==> config.mk <==
export PLATFORM = sky130hd
export DESIGN_NAME = instruction_fetch
export DESIGN_NICKNAME = d
export VERILOG_FILES = /design/src/rtl/instruction_fetch_pkg.sv /design/src/rtl/instruction_fetch_pc_reg.sv /design/src/rtl/instruction_fetch.sv
export SDC_FILE = /design/constraint.sdc
export NUM_CORES = 1
export LEC_CHECK = 0
export BUFFER_PORTS_ARGS = -buffer_cell sky130_fd_sc_hd__buf_2
export CAP_MARGIN = 20
export CORE_ASPECT_RATIO = 0.6
export CORE_MARGIN = 5
export CORE_UTILIZATION = 50
export DETAILED_ROUTE_END_ITERATION = 12
export GPL_TIMING_DRIVEN = 0
export PLACE_DENSITY_LB_ADDON = 0.15
export SETUP_SLACK_MARGIN = 0.3
export SYNTH_ARGS = -nofsm -noshare
export SYNTH_HDL_FRONTEND = slang
export SYNTH_HIERARCHICAL = 1
export SYNTH_SLANG_ARGS = --single-unit
==> constraint.sdc <==
create_clock -name Clk -period 3.1 [get_ports Clk]
set_input_delay 0.62 -clock Clk [delete_from_list [all_inputs] [get_ports Clk]]
set_output_delay 0.62 -clock Clk [all_outputs]
set_load 0.01 [all_outputs]
==> src/rtl/instruction_fetch_pkg.sv <==
// Shared definitions for the instruction fetch stage.
//   state_e         : fetch FSM state encoding (IDLE=0, FETCH=1, HOLD=2)
//   WordW           : instruction / address width
//   DefaultResetPc  : default PC after Clr
//   align_word()    : clears address bits [1:0] to form a word address
package instruction_fetch_pkg;

  localparam int unsigned WordW = 32;
  localparam logic [WordW-1:0] DefaultResetPc = 32'h0000_0000;

  typedef enum logic [1:0] {
    StIdle  = 2'd0,
    StFetch = 2'd1,
    StHold  = 2'd2
  } state_e;

  function automatic logic [WordW-1:0] align_word(input logic [WordW-1:0] addr);
    return addr & 32'hFFFF_FFFC;
  endfunction

endpackage

==> src/rtl/instruction_fetch_pc_reg.sv <==
// Program counter register for the fetch stage.
//   Clk      : clock, rising edge
//   Clr      : asynchronous active-high clear, loads ResetPc
//   load_i   : redirect; loads word-aligned target_i (wins over inc_i)
//   target_i : redirect address, bits [1:0] ignored
//   inc_i    : advance PC by PcStep (wraps mod 2^32)
//   pc_o     : current PC
module instruction_fetch_pc_reg
  import instruction_fetch_pkg::*;
#(
  parameter logic [WordW-1:0] ResetPc = DefaultResetPc,
  parameter int unsigned      PcStep  = 4
) (
  input  logic             Clk,
  input  logic             Clr,
  input  logic             load_i,
  input  logic [WordW-1:0] target_i,
  input  logic             inc_i,
  output logic [WordW-1:0] pc_o
);

  logic [WordW-1:0] pc_q;

  always_ff @(posedge Clk or posedge Clr) begin
    if (Clr) begin
      pc_q <= ResetPc;
    end else if (load_i) begin
      pc_q <= align_word(target_i);
    end else if (inc_i) begin
      pc_q <= pc_q + WordW'(PcStep);
    end
  end

  assign pc_o = pc_q;

endmodule

==> src/rtl/instruction_fetch.sv <==
// Fetch stage feeding the ARM datapath. Owns the PC, reads instruction memory over a
// req/ack handshake and presents one instruction at a time, honouring stall and branch.
//   Clk, Clr        : clock (rising edge), asynchronous active-high reset
//   imem_req/addr   : fetch request and word address (addr = PC)
//   imem_ack/rdata  : memory read data valid / instruction word
//   stall           : datapath cannot accept the presented instruction this edge
//   branch_taken    : one-cycle redirect pulse to branch_target (bits [1:0] forced 0)
//   instr/_valid/_pc: presented instruction, live flag and its fetch address
//   fetch_count     : number of instructions accepted by the datapath (wraps)
module instruction_fetch
  import instruction_fetch_pkg::*;
#(
  parameter logic [WordW-1:0] RESET_PC = DefaultResetPc,
  parameter int unsigned      PC_STEP  = 4,
  parameter int unsigned      CNT_W    = 16
) (
  input  logic             Clk,
  input  logic             Clr,
  output logic             imem_req,
  output logic [WordW-1:0] imem_addr,
  input  logic             imem_ack,
  input  logic [WordW-1:0] imem_rdata,
  input  logic             stall,
  input  logic             branch_taken,
  input  logic [WordW-1:0] branch_target,
  output logic [WordW-1:0] instr,
  output logic             instr_valid,
  output logic [WordW-1:0] instr_pc,
  output logic [CNT_W-1:0] fetch_count
);

  state_e           state_q;
  logic [WordW-1:0] instr_q;
  logic             instr_valid_q;
  logic [WordW-1:0] instr_pc_q;
  logic [CNT_W-1:0] fetch_count_q;
  logic [WordW-1:0] pc;
  logic             load_word;
  logic             accept;

  // In HOLD the request is withheld while stalled so the held word is never overwritten.
  assign imem_req  = (state_q == StFetch) || ((state_q == StHold) && !stall);
  assign imem_addr = pc;

  // A branch on the same edge discards any returning word.
  assign load_word = imem_req && imem_ack && !branch_taken;
  assign accept    = instr_valid_q && !stall;

  instruction_fetch_pc_reg #(
    .ResetPc (RESET_PC),
    .PcStep  (PC_STEP)
  ) u_pc_reg (
    .Clk      (Clk),
    .Clr      (Clr),
    .load_i   (branch_taken),
    .target_i (branch_target),
    .inc_i    (load_word),
    .pc_o     (pc)
  );

  always_ff @(posedge Clk or posedge Clr) begin
    if (Clr) begin
      state_q       <= StIdle;
      instr_q       <= '0;
      instr_valid_q <= 1'b0;
      instr_pc_q    <= '0;
      fetch_count_q <= '0;
    end else begin
      // Counts independently of the redirect: an instruction taken on a branch edge is real.
      if (accept) begin
        fetch_count_q <= fetch_count_q + CNT_W'(1);
      end

      if (branch_taken) begin
        state_q       <= StFetch;
        instr_valid_q <= 1'b0;
      end else begin
        unique case (state_q)
          StIdle: begin
            state_q <= StFetch;
          end
          StFetch: begin
            if (load_word) begin
              instr_q       <= imem_rdata;
              instr_pc_q    <= pc;
              instr_valid_q <= 1'b1;
              state_q       <= StHold;
            end
          end
          StHold: begin
            if (!stall) begin
              if (load_word) begin
                instr_q    <= imem_rdata;
                instr_pc_q <= pc;
              end else begin
                instr_valid_q <= 1'b0;
                state_q       <= StFetch;
              end
            end
          end
          default: begin
            state_q       <= StIdle;
            instr_valid_q <= 1'b0;
          end
        endcase
      end
    end
  end

  assign instr       = instr_q;
  assign instr_valid = instr_valid_q;
  assign instr_pc    = instr_pc_q;
  assign fetch_count = fetch_count_q;

endmodule

# --- Yosys cells after proc, flatten, opt, wreduce, memory -nomap -nowiden ---
# Index checks and enable logic that the tools add are counted.
word_totals:
  register_bits: 115
  input_bits: 69
  elab_cells: 47
op_classes:
  addsub: 2
  n_eq_ne: 7
  n_mux: 18
  n_bitwise: 1
  n_reduce_logical: 13
ops:
  columns: ["operator", "count"]
  rows:
  - ["$mux W32", 6]
  - ["$pmux W32 S2", 2]
  - ["$add A32 B3 Y32 const B", 1]
  - ["$add A16 B1 Y16 const B", 1]
  - ["$ne A3 B3 Y1 const B", 3]
  - ["$mux W2", 4]
  - ["$pmux W2 S3", 1]
  - ["$reduce_and A3 Y1", 2]
  - ["$logic_and A1 B1 Y1", 4]
  - ["$mux W1", 4]
  - ["$ne A2 B2 Y1 const B", 2]
  - ["$reduce_and A4 Y1", 1]
  - ["$reduce_bool A2 Y1", 2]
  - ["$pmux W1 S3", 1]
  - ["$eq A2 B1 Y1 const B", 1]
  - ["$eq A2 B2 Y1 const B", 1]
  - ["$logic_not A1 Y1", 2]
  - ["$logic_not A2 Y1", 1]
  - ["$logic_or A1 B1 Y1", 1]
  - ["$not A1 Y1", 1]

# --- Depth between registers and ports, before layout ---
# Gate-level depths: netlist (run 1).
depth:
  ltp_word: 9
  ltp_mapped: 11
  mapped_depth_nobuf: 9

# --- Cells and area by module ---
# Netlist (run 1), hierarchy kept.
by_module_without_submodules:
  columns: ["mod", "instances", "cells_per_inst", "area_each_um2"]
  rows:
  - ["instruction_fetch", 1, 220, 3305.7]
  - ["instruction_fetch_pc_reg", 1, 197, 1788.0]

# --- Least setup slack after synthesis (run 1) ---
# OpenSTA, ideal clock, no wires.
synth_timing:
  kind: "input port to flip-flop"
  from: "in stall"
  to: "reg u_pc_reg.pc_q[20] (netlist: u_pc_reg/pc_o[20])"
  setup_time_ps: 69
  arrival_ps: 2282
  t_required_ps: 3031
  setup_slack_ps: 748
  cell_stages: 8
  path_cell_list: "nand2b_1 > nand2b_1 > and3b_1 > and4_2 > nand4_4 > buf_6 > or4_1 > nand3_1"
synth_between:
  elab_chain_cells: 6
synth_rtl:
  columns: ["item", "line_no", "text"]
  rows:
  - ["start, declared", "instruction_fetch.sv:23", "input logic stall,"]
  - ["$logic_not A1 Y1", null, null]
  - ["$logic_and A1 B1 Y1", "instruction_fetch.sv:42", "assign imem_req = (state_q == StFetch) || ((state_q == StHold) && !stall);"]
  - ["$logic_or A1 B1 Y1", "instruction_fetch.sv:42", null]
  - ["named net imem_req", "instruction_fetch.sv:19", "output logic imem_req,"]
  - ["$logic_and A1 B1 Y1 (2 in a row)", "instruction_fetch.sv:46", "assign load_word = imem_req && imem_ack && !branch_taken;"]
  - ["named net load_word", "instruction_fetch.sv:38", "logic load_word;"]
  - ["$reduce_bool A2 Y1 (no line)", null, null]
  - ["end signal, assigned", "instruction_fetch_pc_reg.sv:26", "pc_q <= ResetPc;"]
  - ["end signal, assigned", "instruction_fetch_pc_reg.sv:28", "pc_q <= align_word(target_i);"]
  - ["end signal, assigned", "instruction_fetch_pc_reg.sv:30", "pc_q <= pc_q + WordW'(PcStep);"]
  - ["end, declared", "instruction_fetch_pc_reg.sv:22", "logic [WordW-1:0] pc_q;"]
# The timed path passes the listed nets, and every way through them passes these cells.
# A chain may end at the register's enable or synchronous reset.

# --- Final worst setup path (run 1) ---
layout_timing:
  from: "reg state_q[0]"
  to: "reg u_pc_reg.pc_q[30] (netlist: u_pc_reg/pc_o[30])"
layout_between:
  elab_chain_cells: 6
  elab_cells_between_ends: 7
  cone_classes: "2 x eq/ne; 5 x reduce/logical"
layout_rtl:
  columns: ["item", "line_no", "text"]
  rows:
  - ["start, declared", "instruction_fetch.sv:32", "state_e state_q;"]
  - ["start signal, assigned", "instruction_fetch.sv:63", "state_q <= StIdle;"]
  - ["start signal, assigned", "instruction_fetch.sv:75", "state_q <= StFetch;"]
  - ["start signal, assigned", "instruction_fetch.sv:80", "state_q <= StFetch;"]
  - ["$eq A2 B2 Y1", "instruction_fetch.sv:42", null]
  - ["$logic_and A1 B1 Y1", "instruction_fetch.sv:42", null]
  - ["$logic_or A1 B1 Y1 (*)", "instruction_fetch.sv:42", null]
  - ["$logic_and A1 B1 Y1 (*) (2 in a row)", "instruction_fetch.sv:46", null]
  - ["named net load_word", "instruction_fetch.sv:38", null]
  - ["$reduce_bool A2 Y1 (no line) (*)", null, null]
# The timed path passes the listed nets; every way through them passes the cells marked *.

==> metrics.md, run 1 <==
| Metric | Value |
|---|---|
| Core area | `9915 sq um` |
| Syn Area/Cell | `roughly 12 sq um` |
| Sw power | `around 1.8 mW` |
| PwrDens | `~850 nW/um^2` |
| RR Endpoint | `u_pc_reg/pc_o[30]$_DFFE_PP0N_` |
| Row Count | `28` |
| Die Ht | `between 80 and 90 um` |
| DP HPWL | `approximately 10000 um` |
| Setup TNS | `0 ps` |
| Crit Reg-Reg Startpoint | `state_q[0]$_DFFE_PP0P_` |
| Top_reg_cell synth | `dfrtp_1` |
| Yosys warns | `6` |
| Non-filler instance count after layout | `approximately 760` |
| Post-CTS Setup Inserts | `0` |
| Crit path max fanout | `10` |
| Full die area | `~12000 sq um` |
| Final clock skew | `7.597 ps` |
| Top cell type's share of synthesized area | `55.51%` |
| CP Data Required Time | `roughly 3300 ps` |
| CP endpoint kind | `register` |
| Status | `finished clean` |
| Max Freq | `between 300 and 400 MHz` |
| Max Cap Violations | `0` |
| Clock latency at the later pin of the worst-skew pair | `roughly 400 ps` |
| Total CTS buffers | `17` |
| Starting density of the core | `about half` |
| Slew margin rel. | `around three fifths` |
| Synth area leader | `dfrtp_1` |
| Crit Path Class | `register to register` |
| Gate power share | `about 28%` |
| Clock transition at path regs | `about 50 ps` |
| DR pass1 iterations | `4` |
| CTS sink count | `between 100 and 150` |
| First-pass GRT wire length | `between 20000 and 25000 um` |
| Post-synthesis cell count | `~420` |
| Sequential share of power | `between 30 and 40%` |
| Final #Nets | `692` |
| Number of synthesized flops with an enable pin | `0` |
| Cell variety after synth | `45` |
| Final instance area | `6794 sq um` |
| P_int | `just over 4 mW` |
| Synth-to-Final Area Change | `33.38%` |
| Io pins | `183` |
| Post-Route Utilization | `between 60% and 70%` |
| RePlAce Congestion | `0.8289` |
| Vias in the first global route | `roughly 4300` |
| Initial DRC Count | `264` |
| Leak | `approximately 3.3 nW` |
| Worst VDD drop | `~0.5 mV` |
| Max Root-Sink Buffers | `2` |
| Placed cells | `between 700 and 800` |
| Worst Max-Slew Pin Slew | `around 590 ps` |
| Worst r2r path cells | `10` |
| I/O Buffers | `between 150 and 200` |
| Grt total ovfl | `0` |
| Root Driver | `clkbuf_16` |
| Sw Ratio | `between 30% and 40%` |
| Largest net degree at the start of global routing | `48` |
| Post-synthesis sequential area ratio | `between 50% and 60%` |
| Critical Path AT | `2860 ps` |
| Fin. max-slew vios | `0` |
| Worst reg-to-reg setup slack | `roughly 480 ps` |
| Total GRT Usage | `22.84%` |
| Setup violators final | `0` |
| Antenna violations before repair | `0` |
| RSZ-0062 raised after global routing | `false` |
| DR WL/cell | `between 15 and 20 um` |
| Die X | `approximately 140 um` |
| Post-route ant nets | `0` |
| Synth cell count leaders | `dfrtp_1, mux2_1, nand2_1` |
| DRC errors left | `0` |
| Synth Cell Area | `slightly above 5000 sq um` |
| DRT Wirelength | `~14000 um` |
| Final hold vios | `0` |
| DR vias | `approximately 4200` |
| Placed Area | `a little over 6000 sq um` |
| Yosys reg bits | `between 100 and 150` |
| Area contributors post-synth | `dfrtp_1, mux2_1, xor2_1` |
| Final min period | `2619 ps` |
| CP Launch Type | `register` |
| Clock share of power | `between 30% and 40%` |
| Min-delay worst type | `input pin to asynchronous set/reset pin` |
| CTS tree | `built` |
| Vias/cell | `around 5.5` |
| Count leader, synth | `dfrtp_1` |
| Diode count | `0` |
| Fin crit share | `between 80% and 90%` |
| Async S/R FF share, synth | `100.0%` |
| H-tree levels | `4` |
| Share of layout cells above drive strength 1 | `between 30% and 40%` |
layer usage:
layer / routed length [um] / track usage [%] / vias up / share of wire (%)
met5: 0 / 0 / - / 0
met4: 124 / 6.332 / 0 / 0.91
met3: 1249 / 6.874 / 14 / 9.1
met2: 6390 / 37.11 / 176 / 47
met1: 5921 / 30.28 / 2049 / 43
li1: - / - / 1921 / -
worst max path at each step:
stage	start	endpoint	slack, ps
2_1_floorplan	Clr	fetch_count[0]$_DFFE_PP0P_	340
3_3_place_gp	Clr	instr_pc[22]$_DFFE_PP0P_	-630
3_5_place_dp	stall	u_pc_reg/pc_o[30]$_DFFE_PP0N_	370
4_1_cts	state_q[0]$_DFFE_PP0P_	u_pc_reg/pc_o[30]$_DFFE_PP0N_	440
5_1_grt	state_q[0]$_DFFE_PP0P_	u_pc_reg/pc_o[30]$_DFFE_PP0N_	320
6_report	state_q[0]$_DFFE_PP0P_	u_pc_reg/pc_o[30]$_DFFE_PP0N_	480
kinds of logic (layout without fill, tap and decap cells):
kind of cell	after synthesis	after routing	share of synthesized area (%)
simple gates	128	128	14.57
mux	66	66	14.57
compound gates	49	49	5.871
flops	113	113	55.51
fa+ha+maj	6	6	1.474
xor+xnor	28	28	4.814
other cells	1	2	0.07362
buf+inv	26	235	3.119
metrics by stage:
step | worst slack, ps | power (mW) | hold slack, ps
finish | 481.3 | 5.804 | 269.9
CTS | 441.5 | 5.884 | 278.4
detailed placement | 370.9 | 3.956 | 460.0
global route | 317.4 | 6.170 | 300.2
global placement | -627.2 | 3.847 | 454.6
floorplan | 343.2 | 3.157 | 475.3
critical path, stage by stage, from the launching register on:
cell and delay [ps]:
dfrtp_1 410, inv_1 100, ha_1 230, nand2b_1 120
nand2b_1 100, and3b_2 290, and4_2 320, nand4_4 180
buf_6 200, o41ai_1 370, a31oi_1 140
final cells by class:
type	count	area, sq um
Buffer	19	132.6
Clock inverter	6	80.08
Timing Repair Buffer	180	945.9
Fill cell	778	3120
Sequential cell	113	2828
Inverter	7	28.78
Clock buffer	23	498.0
Tap cell	135	168.9
Multi-Input combinational cell	279	2112
power by group through the flow:
stage / Clock (mW) / Sequential [mW] / Combinational, mW
finish: 1.89 / 2.28 / 1.63
global route: 2.02 / 2.36 / 1.79
CTS: 1.93 / 2.28 / 1.67
detailed placement: 0 / 2.30 / 1.66
global placement: 0 / 2.26 / 1.59
floorplan: 0 / 2.50 / 0.658
cell usage in the layout (no fill, tap or decap), types with 6 or more instances in the layout:
cell type and instances:
buf_4 8, o31ai_1 6, buf_2 179, xor2_1 16, nand2_1 35, clkbuf_16 17, nand2b_1 6, or4_1 9
xnor2_1 12, nand3_1 15, and3_1 7, o21ai_0 22, ha_1 6, nor2_1 16, clkbuf_1 7, dfrtp_1 113
mux2_1 64, a31oi_1 11, nand4_1 13
registers in the layout (all words and copies together), names as in the netlist:
register	flops
u_pc_reg/pc_o	30
instr	32
state_q	2
instr_pc	32
instr_valid	1
fetch_count	16
what timing repair did:
action | in CTS | in global routing
gates resized for setup | 0 | 1
endpoints found under the setup margin | 0 | 4
hold buffers | 0 | 0
(Power assumes the default switching activity.)
==> run 2, diff against run 1 <==
==> constraint.sdc (replaced) <==
create_clock -name Clk -period 2.7 [get_ports Clk]
set_input_delay 0.54 -clock Clk [delete_from_list [all_inputs] [get_ports Clk]]
set_output_delay 0.54 -clock Clk [all_outputs]
set_load 0.01 [all_outputs]
==> metrics.md, run 2 (same netlist as run 1, synthesis figures left out) <==
| Metric | Value |
|---|---|
| Clock share of power | `34.8% (+2.2 points)` |
| Min-delay worst type | `input pin to asynchronous set/reset pin` |
| Hold buffer count at CTS | `0 (unchanged)` |
| DRT Wirelength | `13910 um (+1.7%)` |
| CP Data Required Time | `2950 ps (-390 ps)` |
| Final hold vios | `0 (unchanged)` |
| Starting density of the core | `51.38% (unchanged)` |
| Crit Path Class | `register to register` |
| Io pins | `183 (unchanged)` |
| CP Launch Type | `register` |
| Antenna violations before repair | `0 (unchanged)` |
| Commonest non-fill, non-tap cell in the layout | `buf_2` |
| Grt total ovfl | `0 (unchanged)` |
| CTS tree | `built` |
| Max Freq | `420.3 MHz (+10%)` |
| RR Endpoint | `u_pc_reg/pc_o[30]$_DFFE_PP0N_` |
| Crit path max fanout | `6 (-4)` |
| Total CTS buffers | `17 (unchanged)` |
| Critical Path AT | `2630 ps (-230 ps)` |
| Worst VDD drop | `0.7087 mV (+45%)` |
| Sequential share of power | `37.2% (-2.1 points)` |
| Gate power share | `27.9% (-0.2 points)` |
| Post-route ant nets | `0 (unchanged)` |
| RePlAce Congestion | `0.8831 (+6.5%)` |
| Vias/cell | `5.342 (-2.1%)` |
| Sw power | `2.124 mW (+19%)` |
| First-pass GRT wire length | `22250 um (-0.52%)` |
| Worst reg-to-reg setup slack | `320 ps (-160 ps)` |
| Setup violators final | `0 (unchanged)` |
| Max Root-Sink Buffers | `2 (unchanged)` |
| RSZ-0062 raised after global routing | `true` |
| PwrDens | `999.4 nW/um^2 (+17%)` |
| Max Cap Violations | `0 (unchanged)` |
| CTS sink count | `113 (unchanged)` |
| Slew margin rel. | `49.74% (-11 points)` |
| DR pass1 iterations | `5 (+1)` |
| DR WL/cell | `17.98 um (about the same)` |
| Clock latency at the later pin of the worst-skew pair | `410 ps (+20 ps)` |
| Die Ht | `88.18 um (unchanged)` |
| Crit Reg-Reg Startpoint | `state_q[0]$_DFFE_PP0P_` |
| I/O Buffers | `178 (unchanged)` |
| Root Driver | `clkbuf_16` |
| Setup TNS | `0 ps (unchanged)` |
| Total GRT Usage | `23.05% (+0.21 points)` |
| Final clock skew | `11.95 ps (+4.356 ps)` |
| Full die area | `12370 sq um (unchanged)` |
| Worst r2r path cells | `10 (unchanged)` |
| Sw Ratio | `30.28% (-0.43 points)` |
| Final #Nets | `701 (+1.3%)` |
| Worst Max-Slew Pin Slew | `753.1 ps (+163.9 ps)` |
| CP endpoint kind | `register` |
| Vias in the first global route | `4279 (-1.3%)` |
| Worst hold slack | `196.6 ps (-73.30 ps)` |
| Register Area | `2828 sq um (unchanged)` |
| Clock transition at path regs | `50 ps (about the same)` |
| Initial DRC Count | `186 (-30%)` |
| Placed Area | `6228 sq um (+0.22%)` |
| CP endpoint | `u_pc_reg/pc_o[30]$_DFFE_PP0N_` |
| Largest net degree at the start of global routing | `38 (-21%)` |
| H-tree levels | `4 (unchanged)` |
| Leak | `3.376 nW (+2.8%)` |
| Row Count | `28 (unchanged)` |
| Most frequent cells in the layout | `buf_2, dfrtp_1, mux2_1, nand2_1, o21ai_0` |
| Final instance area | `7019 sq um (+3.3%)` |
| P_int | `4.891 mW (+22%)` |
| Worst Setup SP | `state_q[0]$_DFFE_PP0P_` |
| Fin. max-slew vios | `0 (unchanged)` |
| DR vias | `4135 (-0.60%)` |
| Multi-input gate area | `2175 sq um (+3.0%)` |
| Core area | `9915 sq um (unchanged)` |
| Final min period | `2379 ps (-239.7 ps)` |
| Diode count | `0 (unchanged)` |
| Fin crit share | `88.11% (+3.6 points)` |
| Power, Total | `7.015 mW (+21%)` |
| Die X | `140.3 um (unchanged)` |
| Status | `finished clean` |
| DRC errors left | `0 (unchanged)` |
| DP HPWL | `9983 um (-0.60%)` |
| Fillers | `750 (-3.6%)` |
| Synth-to-Final Area Change | `37.80%` |
| Share of layout cells above drive strength 1 | `38.97% (+2.3 points)` |
-- run 2: cell count changes in the layout (fill, tap and decap cells not counted), sizes merged --
cell / before / now
inv: 6 / 5
buf: 193 / 201
bufinv: 2 / 5
clkinvlp: 0 / 2
-- run 2: through the flow --
| stage | util, % | setup slack, ps | instances |
|---|---|---|---|
| 2_1_floorplan | - | 387.0 | 418 |
| 3_3_place_gp | 62.14 | 135.4 | 731 |
| 3_5_place_dp | 62.82 | 67.41 | 734 |
| 4_1_cts | 69.76 | 321.5 | 771 |
| 5_1_grt | 70.80 | 252.8 | 774 |
| 6_report | 70.80 | 321.0 | 774 |
-- run 2: power by group through the flow --
stage          Sequential [mW]  Combinational [mW]  Clock [mW]
6_report                  2.61                1.96        2.44
5_1_grt                   2.70                2.14        2.57
4_1_cts                   2.61                1.95        2.47
3_5_place_dp              2.64                1.91           0
3_3_place_gp              2.58                1.84           0
2_1_floorplan             2.87               0.756           0
-- run 2: repair_timing --
item | in CTS | in global routing
resized for setup | 3 | 11
gates cloned | 0 | 1
buffers inserted | 5 | 2
endpoints found under the setup margin | 16 | 12
pin swaps | 3 | 6
-- run 2: final cells by class --
cell class                 count  share of cell area [%]
buffer                        19                   1.943
clock buffer                  22                   6.613
clock inverter                10                   2.585
inverter                       7                  0.4278
multi-input combinational    279                   30.98
sequential                   113                   40.29
tap                          135                   2.406
timing repair buffer         189                   14.76
-- run 2: how the worst min path moves through the flow --
stage	end	slack [ps]	cells past startpoint
2_1_floorplan	state_q[1]$_DFFE_PP0P_	480	2
3_3_place_gp	fetch_count[15]$_DFFE_PP0P_	460	1
3_5_place_dp	fetch_count[15]$_DFFE_PP0P_	460	1
4_1_cts	state_q[1]$_DFFE_PP0P_	190	2
5_1_grt	state_q[1]$_DFFE_PP0P_	230	2
6_report	state_q[1]$_DFFE_PP0P_	200	2
-- run 2: worst max-delay path, stage by stage, from the launching register on --
cell and delay (ps):
dfrtp_1 370, inv_1 120, ha_4 170, nand2b_4 60, nand2b_1 80, and3b_2 250
and4_4 270, nand4_4 180, buf_8 200, o41ai_2 400, a31oi_1 130
-- run 2: routing by layer --
layer | vias to the layer above | wire [um] | GRT usage, %
li1 | 1939 | - | -
met2 | 164 | 6392 | 36.07
met5 | - | 0 | 0
met3 | 11 | 1218 | 8.074
met4 | 0 | 105 | 7.300
met1 | 2021 | 6196 | 30.60
